### src/rtl/store_seq_checker_pkg.sv
// Shared types and helpers for the store-sequence checker: size/fail/state
// encodings, data-lane masking and minimum-one-bit width helper.
package store_chk_pkg;

    typedef enum logic [1:0] {ST_NONE, ST_WORD, ST_HALF, ST_BYTE} st_size_e;
    typedef enum logic [1:0] {F_NONE, F_ADDR, F_DATA, F_TIMEOUT} fail_e;
    typedef enum logic [1:0] {S_IDLE, S_RUN, S_PASS, S_FAIL} state_e;

    // Bits of right-aligned store data that are significant for a given size
    function automatic logic [31:0] size_mask(input logic [1:0] sz);
        logic [31:0] m;
        m = 32'h0000_0000;
        case (st_size_e'(sz))
            ST_WORD: m = 32'hFFFF_FFFF;
            ST_HALF: m = 32'h0000_FFFF;
            ST_BYTE: m = 32'h0000_00FF;
            default: m = 32'h0000_0000;
        endcase
        return m;
    endfunction

    // $clog2 that never yields a zero-width vector
    function automatic int unsigned clog2_min1(input int unsigned v);
        return (v <= 1) ? 1 : $clog2(v);
    endfunction

endpackage

### src/rtl/store_seq_checker_lane_cmp.sv
// Combinational compare of one store against one expected entry:
// address+size equality and size-masked data equality.
module store_lane_cmp
    import store_chk_pkg::*;
#(
    parameter int unsigned ADDR_W = 32,
    parameter int unsigned DATA_W = 32
) (
    input  logic [1:0]        i_size,
    input  logic [ADDR_W-1:0] i_addr,
    input  logic [DATA_W-1:0] i_data,
    input  logic [1:0]        i_exp_size,
    input  logic [ADDR_W-1:0] i_exp_addr,
    input  logic [DATA_W-1:0] i_exp_data,
    output logic              o_addr_ok_c,
    output logic              o_data_ok_c
);

    logic [DATA_W-1:0] w_mask;

    assign w_mask      = DATA_W'(size_mask(i_size));
    assign o_addr_ok_c = (i_addr == i_exp_addr) && (i_size == i_exp_size);
    assign o_data_ok_c = ((i_data & w_mask) == (i_exp_data & w_mask));

endmodule

### config.mk
export PLATFORM = sky130hd
export DESIGN_NAME = store_lane_cmp
export DESIGN_NICKNAME = d
export VERILOG_FILES = /design/src/rtl/store_seq_checker_pkg.sv /design/src/rtl/store_seq_checker_lane_cmp.sv
export SDC_FILE = /design/constraint.sdc
export NUM_CORES = 1
export LEC_CHECK = 0
export ABC_AREA = 1
export BUFFER_PORTS_ARGS = -buffer_cell sky130_fd_sc_hd__buf_2
export CORE_UTILIZATION = 30
export DETAILED_ROUTE_END_ITERATION = 8
export MAX_ROUTING_LAYER = met4
export PLACE_DENSITY = 0.75
export SETUP_SLACK_MARGIN = 0.4
export SYNTH_ARGS = -nofsm -noshare
export SYNTH_HDL_FRONTEND = slang
export SYNTH_SLANG_ARGS = --single-unit
### constraint.sdc
create_clock -name vclk -period 2.1
set_clock_uncertainty 0.15 [all_clocks]
set_input_delay 0.42 -clock vclk [all_inputs]
set_output_delay 0.42 -clock vclk [all_outputs]
set_load 0.01 [all_outputs]
==> run metrics, run 1 <==
io pins 134; nets 563; Synthesis Warnings 0; met2 routed WL 2.17 mm; Syn Nets 425; Finished Cell Area 0.00228 mm²; Antenna Nets Post-Route 0; min Tclk post-route between 2 and 2.5 ns; Synth cell types 14; Worst setup EP type output pin; detail-routed via count per cell roughly 4.4; hold buffers post-CTS 0; Seq pwr share 0%; Leakage Power 1.49 nW; initial antenna violation count 0; critical path class in2out; P&R area growth vs syn 61.5%; Multi-input gate area 0.00117 mm²; # clk buffers 0; Final Non-Filler Cells 479; grt total ovfl 0; Vias about 2100; Die Area 0.00499 mm²; CP arrival 1.62 ns; violated checks DRC, setup timing; max cap viols 0; routability-driven placement congestion ratio approximately 0.79; Pint 0.221 mW; Final HPWL DP 3.55 mm; clock power share 0%; Initial DRC Count 63; power per cell area 176 mW/mm²; Ant. Diodes 0; drt pass-1 iters 6; final setup vio count 1; Tightest Pin Transition around 0.21 ns; Comb pwr share between 90% and 100%; syn avg cell area 4.86 µm²; die height approximately 71 µm; area leader, netlist nand2_1; sequential area share after synthesis 0%; first-pass GRT wire length just under 7 mm; final wirelength 4.10 mm; Synth top area share approximately a quarter; met3 wire length 355 µm; Avg WL per Cell around 8.6 µm; worst hold path class in2out; Synth Instances 291; highest routed layer met3; layout cells sized above 1 35.6%; FFs & Latches 0; CP max FO 8; vias in the first global route 1802; Slew Limit Fails 0; Power, Total 0.401 mW; relative slew slack between 80% and 90%; Net Sw Frac 44.9%; most frequent cells in the layout buf_2, nand2_1, inv_1, nor2_1, nand3b_1; fin util 51.4%; sw power 0.180 mW; Fillers 470; most common cell after layout, fill and taps aside buf_2; pin count of the biggest net entering global routing 17; DP Cell Count 473; placed cell areas 0.00214 mm²; Starting Density 31.8%; # rows 24; Mapped Area 0.00141 mm²; drt drc 16; setup ws final -0.0948 ns; Port Buf Inserts 134; worst vdd ir about 0.08 mV; register area 0 µm²; RSZ-0062 raised after global routing yes; fin crit share 105%; highest clock rate between 400 and 500 MHz; Fin. Hold Viols 0; required time of the worst setup path 1.53 ns; Metal-1 WL 1.58 mm; status finished, violations left; Die X-Extent between 70 and 80 µm; total global-route track usage 16.1%; crit path launch type input pin; CORE AREA 0.00444 mm²; Synth area leaders nand2_1, nand3b_1, inv_1, nor2_1, nand3_1
[layout make-up]
cell class | instances | area share (%)
Timing Repair Buffer | 142 | 35.5
Multi-Input combinational cell | 227 | 51.3
Inverter | 58 | 10.3
Tap cell | 52 | 2.85
[stage by stage]
stage	hold slack (ns)	TNS, ns	setup WS [ns]
final	1.14	-0.0948	-0.0948
after global routing	1.21	-0.203	-0.176
after CTS	1.15	-0.0792	-0.0792
after detailed placement	1.15	-0.186	-0.186
after global placement	1.15	-0.172	-0.172
after floorplan	0.919	0	0.0850
[critical path, stage by stage]
cell and delay [ns]:
buf_8 0.09, inv_4 0.03, ha_4 0.25, buf_6 0.14, nand3b_1 0.08, nand2_1 0.05
nor2_1 0.09, nand2_1 0.07, nor2_2 0.12, nand2_1 0.08, nor2_2 0.08, buf_2 0.13
[power by group through the flow]
| stage | registers, mW | logic [mW] | clock network (mW) |
|---|---|---|---|
| finish | 0 | 0.401 | 0 |
| global route | 0 | 0.456 | 0 |
| detailed placement | 0 | 0.362 | 0 |
| global placement | 0 | 0.352 | 0 |
| floorplan | 0 | 0.198 | 0 |
| CTS | 0 | 0.403 | 0 |
[path summary, 6_finish.rpt]
kind / cells past startpoint / slack (ns) / endpoint / start
hold / removal: 7 / 1.14 / o_addr_ok_c / i_addr[4]
setup / recovery: 12 / -0.09 / o_data_ok_c / i_size[0]
[per-layer routing]
metal | global-route usage [%] | vias to the layer above
li1 | - | 1158
met1 | 17.7 | 869
met2 | 33.1 | 83
met3 | 0.997 | 0
met4 | 0.222 | 0
met5 | - | -
[cells by family after synthesis]
logic type	after synthesis	share of synthesized area [%]
xor gates and xnor gates	14	8.67
AOI/OAI and AO/OA	7	2.48
adders and majority gates	2	1.77
buffers and inverters	64	19.9
and+or+nand+nor	204	67.2
[repair_timing]
action	in CTS	in global routing
pin swaps	14	1
resized for setup	20	2
cloned	1	0
buffers inserted	5	0
endpoints found under the setup margin	2	2
[synth_stat cells, types with 2 or more instances]
cell type and count:
xnor2_1 12, nand3b_1 38, inv_1 57, nor2_1 42
ha_1 2, o21ai_0 7, nand2_1 96, nand3_1 26
xor2_1 2, buf_6 5
Note: power is estimated with default switching activity, not from simulation.
==> inputs of run 2 (changes only) <==
SETUP_SLACK_MARGIN = default   (was 0.4)
==> run 2 against run 1 <==
Net effect: the flow still finishes with violations (DRC, setup timing); worst hold slack better by 0.0060 ns; utilization is 1.4 points lower; global-route usage is 0.22 points higher; clock-buffer cell count stayed put; final area is 2.6% lower; first-iteration DRC count is 13% higher; combinational power is 5.0% lower; power is 5.0% lower; worst setup slack worse by 0.024 ns; sequential cell count stayed put; largest power group unchanged; highest routed layer unchanged.
==> run metrics, run 2 (synthesized netlist as in run 1, its figures left out) <==
Die X-Extent 70.7 µm (unchanged); Fillers 473 (was 470); Antenna Nets Post-Route 0 (unchanged); total negative slack -0.119 ns (was -0.0948 ns); CP arrival 1.65 ns (was 1.62 ns); Ant. Diodes 0 (unchanged); grt total ovfl 0 (unchanged); worst hold path class in2out (unchanged); # clk buffers 0 (unchanged); RSZ-0062 raised after global routing yes (unchanged); pin count of the biggest net entering global routing 17 (unchanged); Worst setup EP type output pin (unchanged); P&R area growth vs syn 57.3% (was 61.5%); layout cells sized above 1 34.4% (was 35.6%); die height 70.7 µm (unchanged); drt drc 16 (unchanged); Initial DRC Count 71 (was 63); register area 0 µm² (unchanged); Starting Density 31.8% (unchanged); detail-routed via count per cell 4.37 (was 4.41); final wirelength 4.03 mm (was 4.10 mm); min Tclk post-route 2.22 ns (was 2.19 ns); crit path launch type input pin (unchanged); Die Area 0.00499 mm² (unchanged); io pins 134 (unchanged); CP max FO 8 (unchanged); Port Buf Inserts 134 (unchanged); Leakage Power 1.47 nW (was 1.49 nW); nets 560 (was 563); worst vdd ir 0.0745 mV (was 0.0801 mV); fin crit share 106% (was 105%); setup ws final -0.119 ns (was -0.0948 ns); Avg WL per Cell 8.46 µm (was 8.56 µm); Final Hold Slack 1.15 ns (was 1.14 ns); max cap viols 0 (unchanged); power per cell area 171 mW/mm² (was 176 mW/mm²); violated checks DRC, setup timing (unchanged); drt pass-1 iters 6 (unchanged); Slew Limit Fails 0 (unchanged); total global-route track usage 16.3% (was 16.1%); CORE AREA 0.00444 mm² (unchanged); first-pass GRT wire length 6.85 mm (was 6.76 mm); required time of the worst setup path 1.53 ns (about the same); vias in the first global route 1839 (was 1802); critical path class in2out (unchanged); status finished, violations left (unchanged); relative slew slack 88.9% (was 86.0%); final setup vio count 1 (unchanged); # rows 24 (unchanged); highest clock rate 451 MHz (was 456 MHz); initial antenna violation count 0 (unchanged); most common cell after layout, fill and taps aside buf_2 (unchanged); most frequent cells in the layout buf_2, nand2_1, inv_1, nor2_1, nand3b_1 (unchanged); Tightest Pin Transition 0.165 ns (was 0.208 ns); Fin. Hold Viols 0 (unchanged); Vias 2078 (was 2110); FFs & Latches 0 (unchanged); routability-driven placement congestion ratio 0.759 (was 0.788); Final HPWL DP 3.44 mm (was 3.55 mm)
run 2: repair_timing:
item,CTS,global route
hold buffers,0,0
cloned,2,0
resized for setup,9,4
buffers inserted,1,0
endpoints found under the hold margin,0,0
setup endpoints to repair,1,2
pin swaps,10,4
run 2: path summary, 6_finish.rpt:
| check | start | endpoint | cells past startpoint |
|---|---|---|---|
| setup / recovery | i_size[0] | o_data_ok_c | 12 |
| hold / removal | i_addr[6] | o_addr_ok_c | 7 |
run 2: layer usage:
metal / global-route usage (%) / up-vias / wire length (µm)
met4: 0.444 / 0 / 0
met2: 35.3 / 77 / 2150
met1: 16.4 / 846 / 1570
met5: - / - / 0
met3: 1.14 / 0 / 309
li1: - / 1155 / -
run 2: layout make-up:
type,count,area (µm²),share of cell area (%)
inverters,58,220,9.90
well taps,52,65.1,2.93
repair buffers,139,771,34.7
multi-input cells,227,1170,52.5
run 2: power by group:
part           internal (mW)  switching [mW]
sequential                 0               0
combinational          0.207           0.174
clock                      0               0
run 2: per-stage QoR:
step / utilization [%] / cell area [µm²] / setup slack [ns] / power [mW] / std cells
detailed placement: 47.7 / 2120 / -0.316 / 0.354 / 474
CTS: 49.9 / 2220 / -0.116 / 0.381 / 477
floorplan: - / 1410 / 0.00122 / 0.194 / 291
finish: 50.0 / 2220 / -0.119 / 0.381 / 476
global route: 50.0 / 2220 / -0.266 / 0.435 / 476
global placement: 47.7 / 2120 / -0.261 / 0.344 / 474
run 2: critical path, stage by stage:
cell and delay (ns):
buf_6 0.10, buf_6 0.11, ha_4 0.20, buf_12 0.15, nand3b_1 0.08, nand2_1 0.07
nor2_2 0.10, nand2_1 0.05, nor2_1 0.10, nand2_1 0.06, nor2_1 0.08, buf_2 0.13
==> inputs of run 3 (changes only) <==
MAX_ROUTING_LAYER = default   (was met4)
clock period = 2.85 ns   (was 2.1 ns; I/O delays follow)
==> run 3 against run 2 <==
Net effect: the flow finishes with violations (DRC); non-clock buffer count is 4 lower; routed wire length shrank 5.2%; clock-buffer cell count is the same; highest routed layer unchanged.
==> run metrics, run 3 (synthesized netlist as in run 1, its figures left out) <==
status finished, violations left (unchanged); violated checks DRC (was DRC, setup timing); Die Area 0.00499 mm² (unchanged); grt total ovfl 0 (unchanged); FFs & Latches 0 (unchanged); critical path class in2out (unchanged); Metal-1 WL 1.54 mm (was 1.57 mm); Seq pwr share 0% (about the same); required time of the worst setup path 2.13 ns (was 1.53 ns); Leakage Power 1.42 nW (was 1.47 nW); met2 routed WL 1.94 mm (was 2.15 mm); power per cell area 122 mW/mm² (was 171 mW/mm²); RSZ-0062 raised after global routing no (was yes); relative slew slack 81.0% (was 88.9%); crit-path cells buf_2 > inv_1 > ha_2 > nand3b_1 > nand2_1 > nor2_1 > nand2_1 > nor2_1 > nand2_1 > nor2_1 > buf_2 (was buf_6 > buf_6 > ha_4 > buf_12 > nand3b_1 > nand2_1 > nor2_2 > nand2_1 > nor2_1 > nand2_1 > nor2_1 > buf_2); first-pass GRT wire length 6.53 mm (was 6.85 mm); Worst setup EP type output pin (unchanged); die height 70.7 µm (unchanged); Hold Crit Start i_exp_addr[0] (was i_addr[6]); # rows 24 (unchanged); # clk buffers 0 (unchanged); fin crit share 91.2%; register area 0 µm² (unchanged); Slew Limit Fails 0 (unchanged); CP max FO 16 (was 8); Antenna Nets Post-Route 0 (unchanged); detail-routed via count per cell 4.35 (was 4.37); CORE AREA 0.00444 mm² (unchanged); CP top delay family simple AND/OR/NAND/NOR gates (unchanged); Comb pwr share 100.0% (about the same); min Tclk post-route 2.60 ns; drt pass-1 iters 6 (unchanged); Fin. Hold Viols 0 (unchanged); vias in the first global route 1871 (was 1839); Final HPWL DP 3.47 mm (was 3.44 mm); routability-driven placement congestion ratio 0.728 (was 0.759); P&R area growth vs syn 48.2% (was 57.3%); Starting Density 31.8% (unchanged); crit path max-delay cell type ha_2 (was ha_4); Tightest Pin Transition 0.285 ns (was 0.165 ns); initial antenna violation count 0 (unchanged); drt drc 16 (unchanged); io pins 134 (unchanged); Ant. Diodes 0 (unchanged); worst hold path class in2out (unchanged); Setup crit start i_size[1] (was i_size[0]); Max stage delay on crit path 0.38 ns (was 0.20 ns); CP bufs+invs 3 (was 4); sw power 0.121 mW (was 0.174 mW); most frequent cells in the layout buf_2, nand2_1, inv_1, nor2_1, nand3b_1 (unchanged); met3 wire length 335 µm (was 309 µm); worst vdd ir 0.0558 mV (was 0.0745 mV); highest routed layer met3 (unchanged); final wirelength 3.82 mm (was 4.03 mm); Initial DRC Count 63 (was 71); Final Hold Slack 1.46 ns (was 1.15 ns); Vias 2051 (was 2078); Avg WL per Cell 8.09 µm (was 8.46 µm); Die X-Extent 70.7 µm (unchanged); total global-route track usage 14.9% (was 16.3%); total negative slack 0 ns (was -0.119 ns); Port Buf Inserts 134 (unchanged); clock power share 0% (about the same); crit path launch type input pin (unchanged); nets 556 (was 560); CP arrival 1.88 ns (was 1.65 ns); Net Sw Frac 47.4% (was 45.6%); final setup vio count 0 (was 1); most common cell after layout, fill and taps aside buf_2 (unchanged); max cap viols 0 (unchanged); highest clock rate 385 MHz; Pint 0.135 mW (was 0.207 mW); pin count of the biggest net entering global routing 33 (was 17); layout cells sized above 1 32.9% (was 34.4%)
## run 3: cell count changes in the layout (fill, tap and decap cells not counted), sizes merged
| cell | change |
|---|---|
| buf | -4 |
## run 3: layer usage
metal  global-route usage [%]  vias up
li1                         -     1144
met1                     15.4      830
met2                     33.3       77
met3                     1.14        0
met4                    0.444        0
met5                        0        -
## run 3: worst paths after layout
kind / end / slack [ns] / cells past startpoint
setup / recovery: o_data_ok_c / 0.25 / 11
hold / removal: o_addr_ok_c / 1.46 / 7
## run 3: power by group through the flow
| stage | clock (mW) | combinational [mW] | sequential (mW) |
|---|---|---|---|
| finish | 0 | 0.256 | 0 |
| global route | 0 | 0.295 | 0 |
| CTS | 0 | 0.258 | 0 |
| detailed placement | 0 | 0.257 | 0 |
| global placement | 0 | 0.249 | 0 |
| floorplan | 0 | 0.143 | 0 |
## run 3: what timing repair did
action,4_1_cts,5_1_grt
setup buffers,0,0
hold buffers,0,0
gates resized for setup,0,1
setup endpoints to repair,0,1
## run 3: stage by stage
step | cells | util, % | cell area (µm²) | setup WS (ns) | power, mW
after floorplan | 291 | - | 1410 | 0.451 | 0.143
after global placement | 472 | 47.1 | 2090 | 0.191 | 0.249
after detailed placement | 472 | 47.1 | 2090 | 0.123 | 0.257
after CTS | 472 | 47.1 | 2090 | 0.122 | 0.258
after global routing | 472 | 47.2 | 2100 | 0.0842 | 0.295
final | 472 | 47.2 | 2100 | 0.252 | 0.256
## run 3: cell type report
cell class,count,area [µm²]
fillers,504,2350
multi-input cells,227,1130
repair buffers,135,678
inverters,58,218
well taps,52,65.1
